==> config.mk <==
export PLATFORM = sky130hd
export DESIGN_NAME = watch_display_scan
export DESIGN_NICKNAME = d
export VERILOG_FILES = /design/src/rtl/watch_pkg.sv /design/src/rtl/bcd7seg.sv /design/src/rtl/watch_display_scan.sv
export SDC_FILE = /design/constraint.sdc
export NUM_CORES = 1
export LEC_CHECK = 0
export CAP_MARGIN = 20
export CORE_MARGIN = 10
export CORE_UTILIZATION = 53
export DETAILED_ROUTE_END_ITERATION = 10
export MAX_ROUTING_LAYER = met4
export PLACE_DENSITY = 0.88
export SETUP_SLACK_MARGIN = 0.5
export SLEW_MARGIN = 15
export SYNTH_ARGS = -nofsm -noshare
export SYNTH_HDL_FRONTEND = slang
export SYNTH_HIERARCHICAL = 1
export SYNTH_SLANG_ARGS = --single-unit
==> constraint.sdc <==
create_clock -name clk -period 4.2 [get_ports clk]
set_input_delay 0.84 -clock clk [delete_from_list [all_inputs] [get_ports clk]]
set_output_delay 0.84 -clock clk [all_outputs]
set_load 0.02 [all_outputs]
==> src/rtl/watch_pkg.sv <==
// Shared watch encodings: modes, edit-digit positions, blank segment pattern.
// Latency: n/a (types and constants only).
// Backpressure: n/a.
package watch_pkg;

  typedef enum logic [1:0] {
    MODE_NORMAL    = 2'd0,
    MODE_SET_TIME  = 2'd1,
    MODE_SET_ALARM = 2'd2,
    MODE_STOPWATCH = 2'd3
  } mode_t;

  typedef enum logic [1:0] {
    D_HH_TENS  = 2'd0,
    D_HH_UNITS = 2'd1,
    D_MM_TENS  = 2'd2,
    D_MM_UNITS = 2'd3
  } digit_t;

  // All segments off (active-low).
  localparam logic [6:0] SEG_BLANK = 7'h7F;

  // Nibble shown in scan slot s; slot 0 is the leftmost (most significant) digit.
  function automatic logic [3:0] nibble_at(input logic [15:0] word, input logic [1:0] s);
    logic [3:0] n;
    case (s)
      2'd0:    n = word[15:12];
      2'd1:    n = word[11:8];
      2'd2:    n = word[7:4];
      default: n = word[3:0];
    endcase
    return n;
  endfunction

endpackage

==> src/rtl/bcd7seg.sv <==
// BCD digit to active-low 7-segment pattern {g,f,e,d,c,b,a}; 10..15 blank.
// Latency: combinational.
// Backpressure: none.
module bcd7seg
  import watch_pkg::*;
(
  input  logic [3:0] bcd,
  output logic [6:0] seg
);

  // Decode table; non-decimal codes are shown blank as an error guard.
  always_comb begin
    seg = SEG_BLANK;
    case (bcd)
      4'd0: seg = 7'h40;
      4'd1: seg = 7'h79;
      4'd2: seg = 7'h24;
      4'd3: seg = 7'h30;
      4'd4: seg = 7'h19;
      4'd5: seg = 7'h12;
      4'd6: seg = 7'h02;
      4'd7: seg = 7'h78;
      4'd8: seg = 7'h00;
      4'd9: seg = 7'h10;
      default: seg = SEG_BLANK;
    endcase
  end

endmodule

==> src/rtl/watch_display_scan.sv <==
// Multiplexes time/alarm/stopwatch/split onto a 4-digit display with edit blink and alarm flash.
// Latency: outputs registered 1 cycle after slot/phase/frame_buf; new source visible within 4*SCAN_DIV+1 cycles.
// Backpressure: none; free-running scan, inputs sampled every cycle.
module watch_display_scan
  import watch_pkg::*;
#(
  parameter int SCAN_DIV   = 50000,
  parameter int BLINK_HALF = 125
) (
  input  logic        clk,
  input  logic        rst,
  input  logic [1:0]  mode_in,
  input  logic [1:0]  digit_sel,
  input  logic [15:0] time_bcd,
  input  logic [15:0] alarm_bcd,
  input  logic [15:0] sw_bcd,
  input  logic [15:0] split_bcd,
  input  logic        show_split,
  input  logic        alarm_ring,
  output logic [3:0]  an,
  output logic [6:0]  seg,
  output logic        dp
);

  localparam int PW = (SCAN_DIV > 1) ? $clog2(SCAN_DIV) : 1;
  localparam int BW = (BLINK_HALF > 1) ? $clog2(BLINK_HALF) : 1;
  localparam logic [PW-1:0] PRESC_MAX = PW'(SCAN_DIV - 1);
  localparam logic [BW-1:0] BLINK_MAX = BW'(BLINK_HALF - 1);

  logic [PW-1:0] presc;
  logic [1:0]    slot;
  logic [BW-1:0] blink_cnt;
  logic          phase;
  logic [1:0]    prev_mode;
  logic [1:0]    prev_digit;
  logic [15:0]   frame_buf;
  logic [15:0]   src_bcd;
  logic          slot_tick;
  logic          edit_change;
  logic [3:0]    nibble;
  logic [6:0]    seg_dec;
  logic          blank;
  logic          dp_next;
  mode_t         mode;

  assign mode        = mode_t'(mode_in);
  assign slot_tick   = (presc == PRESC_MAX);
  assign edit_change = (mode_in != prev_mode) || (digit_sel != prev_digit);
  assign nibble      = nibble_at(frame_buf, slot);

  // Prescaler and slot counter: one slot per SCAN_DIV cycles, 0..3 left to right.
  always_ff @(posedge clk or posedge rst) begin
    if (rst) begin
      presc <= '0;
      slot  <= 2'd0;
    end else if (slot_tick) begin
      presc <= '0;
      slot  <= slot + 2'd1;
    end else begin
      presc <= presc + PW'(1);
    end
  end

  // Blink timebase; any edit-selection change restarts it so the new digit shows at once.
  always_ff @(posedge clk or posedge rst) begin
    if (rst) begin
      blink_cnt  <= '0;
      phase      <= 1'b0;
      prev_mode  <= 2'd0;
      prev_digit <= 2'd0;
    end else begin
      prev_mode  <= mode_in;
      prev_digit <= digit_sel;
      if (edit_change) begin
        blink_cnt <= '0;
        phase     <= 1'b0;
      end else if (slot_tick) begin
        if (blink_cnt == BLINK_MAX) begin
          blink_cnt <= '0;
          phase     <= ~phase;
        end else begin
          blink_cnt <= blink_cnt + BW'(1);
        end
      end
    end
  end

  // Source selection from the watch mode.
  always_comb begin
    src_bcd = time_bcd;
    case (mode)
      MODE_NORMAL, MODE_SET_TIME: src_bcd = time_bcd;
      MODE_SET_ALARM:             src_bcd = alarm_bcd;
      MODE_STOPWATCH:             src_bcd = show_split ? split_bcd : sw_bcd;
      default:                    src_bcd = time_bcd;
    endcase
  end

  // Frame buffer loads only at the end of slot 3 so a frame is never torn.
  always_ff @(posedge clk or posedge rst) begin
    if (rst) begin
      frame_buf <= 16'h0;
    end else if (slot_tick && (slot == 2'd3)) begin
      frame_buf <= src_bcd;
    end
  end

  bcd7seg u_dec (
    .bcd (nibble),
    .seg (seg_dec)
  );

  // Edit-digit blink, alarm flash, and the blinking colon on slot 1.
  always_comb begin
    blank   = 1'b0;
    dp_next = 1'b1;
    if ((mode == MODE_SET_TIME || mode == MODE_SET_ALARM) && (slot == digit_sel) && phase)
      blank = 1'b1;
    if ((mode == MODE_NORMAL) && alarm_ring && phase)
      blank = 1'b1;
    if ((mode == MODE_NORMAL || mode == MODE_STOPWATCH) && (slot == 2'd1) && !phase)
      dp_next = 1'b0;
  end

  // Output registers: anode and segments update on the same edge to avoid ghosting.
  always_ff @(posedge clk or posedge rst) begin
    if (rst) begin
      an  <= 4'b1111;
      seg <= SEG_BLANK;
      dp  <= 1'b1;
    end else begin
      an  <= ~(4'b1000 >> slot);
      seg <= blank ? SEG_BLANK : seg_dec;
      dp  <= blank ? 1'b1 : dp_next;
    end
  end

endmodule

==> impl_results.md, run 1 <==
* Outcome: completed
* RePlAce Congestion at 0.9095
* Die Ht at 99.23 um
* Vias per cell at 5.717
* # rows at 28
* Worst endpoint data arrival time at 3240 ps
* Synth Instances at 334
* Max Root-Sink Buffers at 2
* Most frequent cells in the layout: clkdlybuf4s50_1, dfrtp_1, o21ai_0
* Die area at 9847 um2
* Yosys top cell by area: dfrtp_1
* Net switching power at 0.2648 mW
* Vias at 2813
* Final ANT Viol Nets at 0
* Slew Limit Fails at 0
* Max Fclk at 334.3 MHz
* Post_cts resized at 0
* TNS Setup at 0 ps
* Drt pass-1 iters at 4
* P_int at 0.8758 mW
* CP Data Required Time at 4450 ps
* Sequential area share after synthesis at 44.08%
* Syn_area_per_cell at 9.961 um2
* Synth warn at 6
* Skew-Pair Late Insertion Delay at 340 ps
* Grt ovf at 0
* Synth area leaders: dfrtp_1, dfstp_2, o21ai_0
* Fraction of layout cells with a size suffix above 1 at 12.23%
* Number of global-route vias before repair at 2960
* Top cell type's share of synthesized area at 34.60%
* Endpoints failing setup at 0
* Reg clk slew, reported paths at 60 ps
* Main synth FF type: dfrtp_1
* Die Span X at 99.23 um
* Peak VDD IR at 0.0001680 V
* Unrepaired setup endpoints after global routing: no
* CP Launch Type: input port
* Critical setup path kind: input port to flop
* DR iter-0 viols at 212
* Combinational share of power at 12.1%
* Routed length per instance at 17.15 um
* Cell Pwr Density at 262.2 nW/um2
* Root buf cell: clkbuf_8
* Syn nets at 422
* # Post-CTS Setup Buffers at 0
* Nets at 500
* Post-synth EDFFs at 0
* Core area at 5991 um2
* CTS H-tree lvls at 3
* Max_cap viols at 0
* Commonest non-fill, non-tap cell in the layout: clkdlybuf4s50_1
* TritonCTS Buffers at 9
* Area Growth Syn to Fin at 30.76%
* Synth unique cells at 44
* Overall routing resource usage at 18.00%
* Clock Skew at 5.588 ps
* Post-Place Worst Slack at 866.7 ps
* Post-Syn Area at 3327 um2
* Synthesized flop and latch total at 58
* Worst min path class: flop to flop
* Hold Fails Final Rpt at 0
* Filler cells at 436
* Crit path capture type: flop
* IO buf count at 83
* Least-Margin Pin Slew at 935.9 ps
* Net Sw Frac at 23.22%
* Ports at 84
* Initial core utilization at 55.53%
* Leakage power at 1.774 nW
* Period utilization at 71.22%
* TritonCTS clock tree: yes
* Initial antenna violation count at 0
* Slew Limit Headroom at 37.37%
* Largest net degree at the start of global routing at 37
* CP Max Fanout at 17
* Final Critical Period at 2991 ps
* DRC viols at 0
* Clock Power Share at 38.6%
* Hold buffer count at CTS at 0
* Ys async rst share at 100.0%
* Routed WL at 8.437 mm
* Final worst slack at 1209 ps
* N_diodes at 0
* Reg power frac at 49.3%
* Clock sinks at 58
* Post-DP HPWL at 6.499 mm
* First-pass GRT wire length at 14.08 mm
cell families (layout without fill, tap and decap cells):
| family | count (synthesis) | in the layout | share of synthesized area, % |
|---|---|---|---|
| xor gates and xnor gates | 19 | 19 | 5.002 |
| AOI/OAI and AO/OA | 102 | 102 | 18.39 |
| and+or+nand+nor | 77 | 77 | 14.29 |
| adders and majority gates | 16 | 16 | 6.017 |
| buffers and inverters | 40 | 123 | 5.002 |
| muxes | 22 | 22 | 7.221 |
| DFF | 58 | 58 | 44.08 |
power groups by stage:
stage | combinational [mW] | sequential [mW] | clock, mW
2_1_floorplan | 0.0567 | 0.572 | 0
3_3_place_gp | 0.135 | 0.572 | 0
3_5_place_dp | 0.138 | 0.572 | 0
4_1_cts | 0.139 | 0.562 | 0.450
5_1_grt | 0.150 | 0.562 | 0.479
6_report | 0.138 | 0.562 | 0.440
path summary, 6_finish.rpt:
kind / endpoint / slack [ps] / startpoint / cells after the start
setup / recovery: frame_buf[14] / 1210 / mode_in[0] / 7
hold / removal: presc[0] / 490 / presc[0] / 1
setup reg to reg: blink_cnt[4] / 1640 / presc[0] / 5
hold reg to reg: presc[0] / 490 / presc[0] / 1
max in group asynchronous: seg[3] / 2450 / rst / 3
min in group asynchronous: presc[11] / 940 / rst / 2
critical path: stages:
cell             delay (ps)
clkdlybuf4s50_1         560
inv_1                   110
ha_1                    420
nor2_1                  800
a22o_1                  260
a21oi_1                  50
o21ai_0                 190
flip-flops by register name, summed over array words and instances (netlist names):
name / count
dp: 1
frame_buf: 16
presc: 16
an: 4
seg: 7
prev_mode: 2
phase: 1
prev_digit: 2
blink_cnt: 7
slot: 2
per-layer routing:
| metal | share of wire, % | wire, um | vias to the layer above | track usage (%) |
|---|---|---|---|---|
| met5 | 0 | 0 | - | - |
| met4 | 2.0 | 167 | 0 | 8.269 |
| met3 | 6.0 | 506 | 16 | 5.329 |
| met2 | 48 | 4029 | 111 | 27.25 |
| met1 | 44 | 3734 | 1330 | 21.60 |
| li1 | - | - | 1356 | - |
per-stage QoR:
step / std cells / area, um2 / hold WS [ps] / power (mW) / utilization, %
after floorplan: 334 / 3327 / 454.7 / 0.6285 / -
after global placement: 476 / 4179 / 476.5 / 0.7070 / 69.76
after detailed placement: 476 / 4179 / 490.0 / 0.7098 / 69.76
after CTS: 492 / 4350 / 499.4 / 1.151 / 72.62
after global routing: 492 / 4350 / 520.3 / 1.192 / 72.62
final: 492 / 4350 / 492.0 / 1.141 / 72.62
final cells by class:
| cell class | count | area, um2 | share of cell area [%] |
|---|---|---|---|
| timing repair buffer | 84 | 838.3 | 19.27 |
| sequential | 58 | 1466 | 33.71 |
| tap | 75 | 93.84 | 2.157 |
| inverter | 23 | 86.33 | 1.984 |
| multi-input combinational | 236 | 1694 | 38.94 |
| clock inverter | 5 | 30.03 | 0.6903 |
| clock buffer | 11 | 141.4 | 3.250 |
cells in the mapped netlist (2+ instances only):
cell type  number
inv_1          23
xnor2_1        13
nor3b_1         2
nand2_1        11
mux2i_1         6
or3_1           6
nor2_1         14
a22o_1         16
buf_1           2
dfstp_2        12
nand4_1         4
or4_4           2
nand2b_1        9
buf_6           2
nand3_1         7
xor2_1          6
o21ai_0        44
or4bb_1         3
a21oi_1        30
dfrtp_1        46
a222oi_1        4
a21boi_0        2
nor4_1          3
mux2_2         16
and4_1          2
and2_1          2
nor3_1          4
clkbuf_1       12
ha_1           16
No activity file was read; power rests on OpenSTA's default activity.
==> inputs of run 2 (changes only) <==
CORE_UTILIZATION = 50   (was 53)
PLACE_DENSITY = 0.84   (was 0.88)
clock period = 2.9 ns   (was 4.2 ns; I/O delays follow)
==> run 2 against run 1 <==
Net effect:
- design area up 3.8%
- setup slack got worse by 640 ps
- wire length rose by 6.4%
- cell count up 3.3%
==> impl_results.md, run 2 (same netlist as run 1, synthesis figures left out) <==
* Post-Place Worst Slack at 374.5 ps
* Leakage power at 1.851 nW
* Final Critical Period at 2335 ps
* Critical path buffers and inverters at 2
* Largest net degree at the start of global routing at 32
* CP delay by family, top: compound AO/OA/AOI/OAI gates
* Overall routing resource usage at 18.28%
* RePlAce Congestion at 0.8660
* Routed WL at 8.979 mm
* Crit path capture type: flop
* Final hold slack at 498.9 ps
* Max Root-Sink Buffers at 2
* CP Max Fanout at 5
* Initial antenna violation count at 0
* Final ANT Viol Nets at 0
* DR iter-0 viols at 276
* # rows at 29
* Skew-Pair Late Insertion Delay at 340 ps
* Number of global-route vias before repair at 3110
* TritonCTS clock tree: yes
* Die Span X at 101.6 um
* IO buf count at 83
* Die Ht at 101.6 um
* TritonCTS Buffers at 9
* DRC viols at 0
* CP Data Required Time at 3160 ps
* Max_cap viols at 0
* Nets at 514
* Drt pass-1 iters at 5
* Worst path max stage delay at 440 ps
* Cells along the critical path: inv_1 > ha_2 > a222oi_1 > mux2i_1 > inv_1 > ha_1 > nand2_1 > o21ai_0 > o21ai_0 > nand2b_1
* CP Launch Type: flop
* Largest registers: frame_buf x16, presc x16
* Root buf cell: clkbuf_8
* Reg clk slew, reported paths at 60 ps
* Most frequent cells in the layout: clkdlybuf4s50_1, o21ai_0, dfrtp_1
* Core area at 6422 um2
* CTS H-tree lvls at 3
* N_diodes at 0
* TNS Setup at 0 ps
* Endpoints failing setup at 0
* Slowest-stage cell, CP: a222oi_1
* Worst endpoint data arrival time at 2590 ps
* Cell Pwr Density at 392.6 nW/um2
* Least-Margin Pin Slew at 860.1 ps
* First-pass GRT wire length at 14.65 mm
* Max Fclk at 428.3 MHz
* Period utilization at 80.51%
* Outcome: completed
* Die area at 10320 um2
* Slew Limit Headroom at 41.02%
* Clock Skew at 4.987 ps
* Grt ovf at 0
* Critical setup path kind: flop to flop
* Slew Limit Fails at 0
* Final worst slack at 565.1 ps
* Unrepaired setup endpoints after global routing: yes
* Fraction of layout cells with a size suffix above 1 at 16.01%
* Hold buffer count at CTS at 0
* Overall power at 1.773 mW
* Ports at 84
* Peak VDD IR at 0.0002749 V
* Vias at 2938
* Commonest non-fill, non-tap cell in the layout: clkdlybuf4s50_1
* Area Growth Syn to Fin at 35.69%
* Vias per cell at 5.783
* Hold Fails Final Rpt at 0
* Routed length per instance at 17.68 um
* Post-DP HPWL at 6.601 mm
* Final core occ at 70.29%
* Worst min path class: flop to flop
* Initial core utilization at 51.80%
* Clock sinks at 58
## run 2: changes by cell type in the layout (fill, tap and decap cells not counted), moves of 2 or more
cell        previous run  this run
buf_4                  1        13
ha_2                   0         3
clkinv_2               3         1
clkinvlp_4             2         0
dfrtp_2                0         2
ha_1                  16        13
dfrtp_1               46        44
clkbuf_1               1         3
## run 2: path summary, 6_finish.rpt
path                       slack [ps]     start  cells past startpoint         to
min                               500  presc[0]                      1   presc[0]
max                               570   slot[0]                     10     seg[4]
min reg2reg                       500  presc[0]                      1   presc[0]
max in group asynchronous        1640       rst                      3      an[1]
max reg2reg                       570   slot[0]                     10     seg[4]
min in group asynchronous         620       rst                      2  presc[12]
## run 2: metrics by stage
stage	cells	cell area, um2
final	508	4514
after CTS	501	4449
after floorplan	334	3327
after global routing	508	4514
after global placement	484	4239
after detailed placement	484	4239
## run 2: cell type report
| class | count | area [um2] |
|---|---|---|
| tap | 77 | 96.34 |
| clock buffer | 14 | 162.7 |
| multi-input combinational | 237 | 1717 |
| timing repair buffer | 97 | 948.4 |
| clock inverter | 2 | 35.03 |
| fill | 462 | 1908 |
| inverter | 23 | 86.33 |
| sequential | 58 | 1469 |
## run 2: layer usage
metal | up-vias | share of wire [%] | track usage (%)
li1 | 1389 | - | -
met1 | 1420 | 44 | 21.80
met2 | 116 | 48 | 28.33
met3 | 13 | 6.5 | 5.718
met4 | 0 | 1.5 | 6.931
met5 | - | 0 | -
## run 2: power by group
part           internal, mW  switching, mW
combinational         0.132         0.0741
sequential            0.813        0.00129
clock                 0.443          0.308
## run 2: what timing repair did
action / 4_1_cts / 5_1_grt
setup buffers: 1 / 6
pin swaps: 2 / 3
gates resized for setup: 2 / 5
gates cloned: 0 / 1
setup endpoints to repair: 4 / 11
==> inputs of run 3 (changes only) <==
clock period = 2.4 ns   (was 2.9 ns; I/O delays follow)
==> run 3 against run 2 <==
Net effect:
- combinational power grew 28%
- sequential share of layout area is 3.6 points lower
- core utilization up 8.8 points
- via count grew 13%
- highest routed layer unchanged
- wire length rose by 31%
- design area rose by 12%
==> impl_results.md, run 3 (same netlist as run 1, synthesis figures left out) <==
* Outcome: completed
* Core area at 6422 um2
* Peak VDD IR at 0.0002580 V
* Slew Limit Fails at 0
* Clock sinks at 58
* CP Launch Type: flop
* Least-Margin Pin Slew at 800.7 ps
* Leakage power at 2.142 nW
* Slew Limit Headroom at 46.56%
* RePlAce Congestion at 0.9268
* Die Ht at 101.6 um
* Max Fclk at 422.5 MHz
* Fraction of layout cells with a size suffix above 1 at 32.90%
* Routed WL at 11.76 mm
* Number of global-route vias before repair at 3227
* Worst path max stage delay at 490 ps
* Final worst slack at 32.91 ps
* Startpoint of the worst hold path: frame_buf[15]
* Most frequent cells in the layout: clkdlybuf4s50_1, dfrtp_1, buf_4
* DR iter-0 viols at 366
* First-pass GRT wire length at 15.24 mm
* Hold buffer count at CTS at 0
* N_diodes at 0
* Post-Place Worst Slack at 58.43 ps
* DRC viols at 0
* Drt pass-1 iters at 5
* Area Growth Syn to Fin at 52.65%
* Root buf cell: clkbuf_8
* Largest registers: frame_buf x16, presc x16
* TNS Setup at 0 ps
* CP Data Required Time at 2670 ps
* TritonCTS Buffers at 9
* Overall power at 2.270 mW
* Reg2reg start: slot[0]
* Worst min path class: flop to flop
* Post-DP HPWL at 6.491 mm
* Non-Filler Instances at 542
* Worst setup path startpoint: slot[0]
* Largest net degree at the start of global routing at 26
* Cells along the critical path: inv_4 > ha_4 > a222oi_1 > mux2i_2 > inv_2 > ha_1 > nand2_1 > o21ai_0 > o21ai_0 > nand2b_1
* TritonCTS clock tree: yes
* CTS H-tree lvls at 3
* Grt ovf at 0
* CP Max Fanout at 6
* Final ANT Viol Nets at 0
* Final instance area at 5079 um2
* Endpoints failing setup at 0
* Commonest non-fill, non-tap cell in the layout: clkdlybuf4s50_1
* Crit path top cell by count: o21ai_0
* Worst endpoint data arrival time at 2640 ps
* Max_cap viols at 0
* Max Root-Sink Buffers at 2
* Critical setup path kind: flop to flop
* Final core occ at 79.08%
* Die area at 10320 um2
* Reg clk slew, reported paths at 70 ps
* Crit path capture type: flop
* Final Critical Period at 2367 ps
* Overall routing resource usage at 19.29%
* Slowest-stage cell, CP: dfrtp_2
* Clock Skew at 14.74 ps
* Final hold slack at 516.8 ps
* Cell Pwr Density at 447.0 nW/um2
* Initial core utilization at 51.80%
* Post-Place Cells at 487
* Filler cells at 375
* Routed length per instance at 21.69 um
* Ports at 84
* Vias at 3334
* Period utilization at 98.63%
* Hold Fails Final Rpt at 0
* Initial antenna violation count at 0
* Area of placed instances at 4280 um2
* IO buf count at 83
* Unrepaired setup endpoints after global routing: yes
* Skew-Pair Late Insertion Delay at 360 ps
* Die Span X at 101.6 um
* Vias per cell at 6.151
* Nets at 548
* # rows at 29
==> run 3: cell count changes in the layout (fill, tap and decap cells not counted), sizes merged <==
cell | before | now
clkinv | 1 | 4
dlygate4sd2 | 0 | 12
bufinv | 1 | 2
buf | 14 | 46
clkdlybuf4s50 | 83 | 71
clkbuf | 14 | 12
==> run 3: report_power, final <==
group | internal (mW) | switching [mW] | total [mW] | leakage, nW
Sequential | 0.982 | 0.00151 | 0.983 | 0.656
Combinational | 0.162 | 0.101 | 0.263 | 1.37
Clock | 0.605 | 0.419 | 1.02 | 0.116
==> run 3: cell type report <==
class	instances	area, um2	share of cell area, %
clock inverters	6	80.08	1.577
inverters	23	88.84	1.749
well taps	77	96.34	1.897
clock buffers	10	137.6	2.710
flip-flops and latches	58	1471	28.97
repair buffers	131	1270	25.01
multi-input cells	237	1934	38.09
==> run 3: per-layer routing <==
layer / vias up / global-route usage, % / wire length, um
met5: - / - / 0
met4: 0 / 8.691 / 540
met3: 64 / 5.106 / 1028
met2: 232 / 30.67 / 5523
met1: 1581 / 22.41 / 4665
li1: 1457 / - / -
==> run 3: path summary, 6_finish.rpt <==
kind,endpoint,slack (ps),cells after the start
max,seg[4],30,10
min in group asynchronous,presc[2],530,2
max in group asynchronous,presc[5],1210,3
min reg2reg,frame_buf[15],520,2
min,frame_buf[15],520,2
max reg2reg,seg[4],30,10
==> run 3: what timing repair did <==
action,CTS,global route
cloned,1,3
pin swaps,8,11
buffers inserted,20,15
gates resized for setup,39,67
endpoints found under the setup margin,48,42
==> run 3: critical path: cells and delay by family, from the launching register on <==
family                   cells  cell delay (ps)
AO/OA/AOI/OAI                3              710
adder cells (fa/ha/maj)      2              360
buffers and inverters        2              240
flip-flops                   1              490
multiplexers                 1              240
AND/OR/NAND/NOR              2              230
